[src/rtl/ripple_count_ctrl.sv]
// Single-clock sequencer for an asynchronous ripple up-counter: clears it, ticks it
// to a programmed target, and verifies each settled sample against a shadow count.
module ripple_count_ctrl #(
  parameter int WIDTH  = 4,
  parameter int SETTLE = 2
) (
  input  logic             clk,
  input  logic             rst,
  input  logic             start,
  input  logic             abort,
  input  logic [WIDTH-1:0] target,
  input  logic [WIDTH-1:0] cnt_q,
  output logic             cnt_tick,
  output logic             cnt_rst,
  output logic             busy,
  output logic             done,
  output logic             err,
  output logic [WIDTH-1:0] count
);

  localparam logic [2:0] S_IDLE  = 3'd0;
  localparam logic [2:0] S_CLR   = 3'd1;
  localparam logic [2:0] S_WAIT  = 3'd2;
  localparam logic [2:0] S_CHECK = 3'd3;
  localparam logic [2:0] S_TICK  = 3'd4;
  localparam logic [2:0] S_DONE  = 3'd5;

  localparam logic [3:0] SETTLE_LD = 4'(SETTLE - 1);

  logic [2:0]       state, nstate;
  logic [3:0]       settle;
  logic [WIDTH-1:0] shadow, target_r;
  logic             accept, mismatch, at_target;

  // DONE accepts a new start directly so back-to-back runs lose no cycle.
  always_comb begin
    accept    = start & ~abort & ((state == S_IDLE) | (state == S_DONE));
    mismatch  = (cnt_q != shadow);
    at_target = (cnt_q == target_r);
  end

  always_comb begin
    nstate = state;
    case (state)
      S_IDLE:  if (accept) nstate = S_CLR;
      S_CLR:   nstate = S_WAIT;
      S_WAIT:  if (settle == '0) nstate = S_CHECK;
      S_CHECK: nstate = (mismatch | at_target) ? S_DONE : S_TICK;
      S_TICK:  nstate = S_WAIT;
      S_DONE:  nstate = accept ? S_CLR : S_IDLE;
      default: nstate = S_IDLE;
    endcase
    if (abort && state != S_IDLE) nstate = S_IDLE;
  end

  // Outputs are registered from the next state so they align with the state register.
  always_ff @(posedge clk or posedge rst) begin
    if (rst) begin
      state    <= S_IDLE;
      cnt_tick <= 1'b0;
      cnt_rst  <= 1'b1;
      busy     <= 1'b0;
      done     <= 1'b0;
      err      <= 1'b0;
      count    <= '0;
      shadow   <= '0;
      target_r <= '0;
      settle   <= '0;
    end else begin
      state    <= nstate;
      cnt_tick <= (nstate == S_TICK);
      cnt_rst  <= (nstate == S_CLR);
      busy     <= (nstate == S_CLR) | (nstate == S_WAIT) |
                  (nstate == S_CHECK) | (nstate == S_TICK);
      done     <= (nstate == S_DONE);

      if (nstate == S_WAIT && state != S_WAIT)
        settle <= SETTLE_LD;
      else if (state == S_WAIT && settle != '0)
        settle <= settle - 4'd1;

      if (accept) begin
        target_r <= target;
        err      <= 1'b0;
        shadow   <= '0;
      end

      // An abort during CHECK leaves err and count untouched.
      if (state == S_CHECK && !abort) begin
        count <= cnt_q;
        if (mismatch)
          err <= 1'b1;
        else if (!at_target)
          shadow <= shadow + 1'b1;
      end
    end
  end

endmodule

[config.mk]
export PLATFORM = sky130hd
export DESIGN_NAME = ripple_count_ctrl
export DESIGN_NICKNAME = d
export VERILOG_FILES = /design/src/rtl/ripple_count_ctrl.sv
export SDC_FILE = /design/constraint.sdc
export NUM_CORES = 1
export LEC_CHECK = 0
export ABC_AREA = 1
export CAP_MARGIN = 0
export CORE_MARGIN = 1
export CORE_UTILIZATION = 47
export DETAILED_ROUTE_END_ITERATION = 12
export PLACE_DENSITY = 0.75
export SYNTH_ARGS = -nofsm -noshare
export SYNTH_HDL_FRONTEND = slang
export SYNTH_SLANG_ARGS = --single-unit
[constraint.sdc]
create_clock -name clk -period 1.3 [get_ports clk]
set_clock_uncertainty 0.15 [all_clocks]
set_input_delay 0.26 -clock clk [delete_from_list [all_inputs] [get_ports clk]]
set_output_delay 0.26 -clock clk [all_outputs]
set_load 0.005 [all_outputs]
# Word-level counts from Yosys, hierarchy flattened
# Index checks and enable logic that the tools add are counted.
[op_classes]
n_addsub = 2
eq_ne = 13
muxes = 15
bitwise = 8
n_reduce_logical = 11
[op_table]
columns = ["cell", "count"]
rows = [
  ["4-bit two-way mux", 6],
  ["3-bit one-hot mux with 5 select lines", 1],
  ["3-bit by 2-bit equality test with 1-bit output (second input constant)", 4],
  ["3-bit equality test (second input constant)", 4],
  ["3-bit two-way mux", 3],
  ["3-bit by 1-bit equality test with 1-bit output (second input constant)", 2],
  ["1-bit two-way mux", 5],
  ["1-bit bitwise OR", 5],
  ["4-bit by 1-bit adder with 4-bit output (second input constant)", 1],
  ["4-bit equality test", 1],
  ["1-bit logical AND", 4],
  ["4-bit logical NOT", 1],
  ["4-bit inequality test", 1],
  ["4-bit nonzero test", 1],
  ["4-bit by 1-bit subtractor with 4-bit output (second input constant)", 1],
  ["3-bit logical NOT", 1],
  ["3-bit by 2-bit inequality test with 1-bit output (second input constant)", 1],
  ["3-bit nonzero test", 1],
  ["1-bit AND", 2],
  ["2-bit nonzero test", 1],
  ["2-bit OR reduction", 1],
  ["1-bit logical NOT", 1],
  ["1-bit inverter", 1],
]
[word_totals]
ff_bits = 24
in_bits = 12
output_inout_bits = 9
word_cells = 59

# Depth between registers and ports, before layout
[depth]
depth_word = 10
mapped_depth = 10
mapped_depth_nobuf = 10

# Least setup slack after synthesis
# No wires, ideal clock.
[synth_path]
kind = "flip-flop to flip-flop"
from = "register shadow[0]"
to = "register shadow[2]"
t_arrival_ns = 1.072
setup_slack_ns = -0.039
stages_incl_launch_ff = 9
n_path_buf = 0
synth_period_minus_slack_ns = 1.339
cell_sequence = "dfrtp_1 > xnor2_1 > nand2_1 > nor2_4 > nand2_1 > nor2_1 > nand2_1 > nand2_1 > nor2_2"
[synth_between]
elab_chain_cells = 4
[synth_rtl]
columns = ["item", "line", "source"]
rows = [
  ["start: declaration", "32", "logic [WIDTH-1:0] shadow, target_r;"],
  ["start signal: assignment", "94", "shadow <= shadow + 1'b1;"],
  ["4-bit by 1-bit adder with 4-bit output", "94", ""],
  ["4-bit two-way mux", "93", "else if (!at_target)"],
  ["4-bit two-way mux (*)", "91", "if (mismatch)"],
  ["4-bit two-way mux (*)", "89", "if (state == S_CHECK && !abort) begin"],
]
# Mark *: on every way between the ends. The rest lies on a longest branch, timed or not.
# A chain may end at the register's enable or synchronous reset.

# Final worst setup path
[layout_path]
from = "register shadow[3]"
to = "register done"
[layout_between]
elab_chain_cells = 6
[layout_rtl]
columns = ["item", "line", "source"]
rows = [
  ["4-bit inequality test", "38", "mismatch = (cnt_q != shadow);"],
  ["1-bit bitwise OR", "48", "S_CHECK: nstate = (mismatch | at_target) ? S_DONE : S_TICK;"],
  ["1-bit two-way mux", "48", ""],
  ["3-bit one-hot mux with 5 select lines", "44", "case (state)"],
  ["3-bit two-way mux", "53", "if (abort && state != S_IDLE) nstate = S_IDLE;"],
  ["3-bit equality test", "75", "done <= (nstate == S_DONE);"],
  ["end signal: assignment", "75", ""],
  ["end: declaration", "16", "output logic done,"],
]
# Every way passes these cells.

==> metrics.md <==
| Metric | Value |
|---|---|
| Worst-Skew Late Latency | `0.32 ns` |
| Mapped Area | `1250 um2` |
| Die height | `53.57 um` |
| Final wirelength | `roughly 3000 um` |
| Placed cells | `217` |
| CP dominant cell by count | `nand2_1` |
| Mapped Cells | `150` |
| PnR worst setup slack | `-0.2136 ns` |
| Detail Placement HPWL | `1972 um` |
| Slew headroom | `0.8247` |
| Vias/cell | `5.026` |
| Layout cell share with drive strength beyond 1 | `0.4545` |
| PortBufs | `20` |
| Total grt overflow | `0` |
| Drt pass-1 iters | `4` |
| CTS sink cnt | `24` |
| Avg WL per Cell | `13.27 um` |
| Num CTS Buffers | `3` |
| Detailed Route Iter0 Violations | `14` |
| Max incr delay on CP | `approximately 0.42 ns` |
| Die X | `approximately 54 um` |
| Synth-to-Final Area Change | `44.34%` |
| Gr usage total | `0.2122` |
| Fin. max-slew vios | `0` |
| Period utilization | `1.164` |
| Status | `finished, violations left` |
| Clk root buf | `clkbuf_4` |
| PwrDens | `approximately 1700 nW/um2` |
| Slowest cell on the critical path | `dfrtp_1` |
| Commonest non-fill, non-tap cells in the layout | `nand2_1, buf_4, dfrtp_1` |
| Worst VDD drop | `0.001303 V` |
| Commonest non-fill, non-tap cell in the layout | `nand2_1` |
| Critical Path RT | `1.38 ns` |
| Final setup TNS | `-2.081 ns` |
| Placeable Area | `2500 um2` |
| Initial antenna violation count | `0` |
| Deepest clock path buffer count | `2` |
| Hold WC Path Type | `primary input to async pin` |
| First-pass GRT wire length | `4319 um` |
| Tmin final | `1.514 ns` |
| Synth warn | `0` |
| Failing checks | `negative setup slack` |
| H-tree depth | `1` |
| Yosys reg bits | `24` |
| Nets | `213` |
| Area leader, netlist | `dfrtp_1` |
| Clock slew at reported path FFs | `0.12 ns` |
| Share of Yosys cell area claimed by the top area cell type | `0.4605` |
| DP Area | `1622 um2` |
| Number of routed nets with antenna violations | `0` |
| FP Rows | `18` |
| Worst-Margin Slew | `0.2628 ns` |
| Avg Cell Area, Syn | `8.333 um2` |
| Via Count | `1146` |
| Sequential-to-total area share from yosys stat | `0.4815` |
| Count of different cell masters after synthesis | `27` |
| CTS Hold Buffers Added | `0` |
| Pleak | `0.9065 nW` |
| Top cells by area, synth | `dfrtp_1, nand2_1, inv_1` |
| Antenna Cells | `0` |
| Final cell count without fillers | `228` |
| CP Max Fanout | `4` |
| CTS tree | `done` |
| Maxcap violations | `0` |
| Unrepaired setup endpoints after global routing | `true` |
| Largest net degree at the start of global routing | `14` |
| F_max | `660.7 MHz` |
| Die ar. | `between 2000 and 3000 um2` |
| Type of destination of the critical path | `register` |
| Initial core utilization | `0.5000` |
| GP Congestion | `0.7822` |
| Startpoint Class | `register` |
| Setup CP Type | `register to register` |
| Io pins | `21` |
| Vias in the first global route | `1048` |
| Syn_nets | `164` |
| Final hold viol count | `0` |
| CP delay by family, top | `simple AND/OR/NAND/NOR gates` |
| Critical path cell sequence | `xnor2_1 -> nand2_1 -> nor2_4 -> nand2_1 -> nand2_1 -> nand2_1 -> nand3_1 -> nor2_1` |
| Critical Path AT | `1.59 ns` |
| Fin area | `1804 um2` |
| Finish-stage setup viols | `23` |
| Remaining DRCs | `0` |
| Worst Path Buf+Inv | `0` |
==> synth_stat cells <==
cell type	number
nand2_1	46
nor2_1	9
a21oi_1	1
buf_6	1
a21boi_0	1
xnor2_1	4
o21ai_0	1
dfrtp_1	23
xor2_1	2
buf_2	1
inv_2	8
ha_1	2
nor2_2	3
nand3_1	9
o21ai_2	4
o31ai_1	1
nand3_4	1
o21ai_1	7
nor3_1	1
nand4_1	1
a31oi_2	1
inv_1	16
dfstp_2	1
xor2_2	1
nand2_2	2
nor2_4	2
o22ai_1	1
==> state kept, by name (all words and copies together), names as in the netlist <==
name      flops
done          1
cnt_rst       1
count         4
err           1
cnt_tick      1
target_r      4
busy          1
settle        4
state         3
shadow        4
==> area by class of cell <==
class / count / area [um2]
clock buffers: 4 / 26.28
fillers: 191 / 695.7
inverters: 24 / 102.6
multi-input cells: 100 / 666.9
flip-flops and latches: 24 / 605.6
well taps: 30 / 37.54
repair buffers: 46 / 365.4
==> worst reg2reg max path, stage by stage, from the launching register on <==
cell     delay [ns]
dfrtp_1        0.42
xnor2_1        0.18
nand2_1        0.12
nor2_4         0.16
nand2_1        0.07
nand2_1        0.10
nand2_1        0.07
nand3_1        0.08
nor2_1         0.06
==> where the power goes <==
part | leakage (nW) | total [mW] | internal (mW) | switching [mW]
logic | 0.585 | 1.54 | 0.721 | 0.816
registers | 0.306 | 1.20 | 0.998 | 0.204
clock network | 0.0150 | 0.340 | 0.120 | 0.219
==> repair_timing <==
| action | in CTS | in global routing |
|---|---|---|
| endpoints found under the setup margin | 29 | 24 |
| buffers inserted | 4 | 2 |
| gates cloned | 0 | 1 |
| pin swaps | 6 | 13 |
| resized for setup | 51 | 31 |
==> kinds of logic after synthesis <==
kind of cell    count (synthesis)  share of synthesized area
xor+xnor                        7                    0.05506
simple gates                   74                     0.2673
buf+inv                        26                    0.08508
compound gates                 17                    0.09108
fa+ha+maj                       2                    0.02002
flops                          24                     0.4815
==> final timing paths <==
check	start	to	slack, ns	cells past startpoint
min reg2reg	count[3]$_DFFE_PP0P_	count[3]$_DFFE_PP0P_	0.36	2
max in group asynchronous	rst	cnt_rst$_DFF_PP1_	0.68	3
min in group clk	cnt_q[3]	count[3]$_DFFE_PP0P_	0.29	4
min	rst	target_r[3]$_DFFE_PP0P_	0.09	3
max reg2reg	shadow[3]$_DFF_PP0_	done$_DFF_PP0_	-0.21	8
max	shadow[3]$_DFF_PP0_	done$_DFF_PP0_	-0.21	8
==> through the flow <==
step | hold slack (ns) | total power [mW] | setup slack, ns | util
6_report | 0.08540 | 3.078 | -0.2136 | 0.7217
3_5_place_dp | 0.3175 | 2.451 | -0.5106 | 0.6486
5_1_grt | 0.1345 | 3.281 | -0.2997 | 0.7217
3_3_place_gp | 0.3140 | 2.392 | -0.4660 | 0.6486
4_1_cts | 0.09477 | 2.848 | -0.1009 | 0.6712
2_1_floorplan | 0.1239 | 1.917 | -0.03491 | -
==> per-layer routing <==
layer,global-route usage,part of all wire,up-vias
met4,0.03947,0.0036,0
met3,0.06215,0.034,3
met5,0,0,-
li1,-,-,564
met2,0.3917,0.55,21
met1,0.2419,0.41,558
No activity file was read; power rests on OpenSTA's default activity.
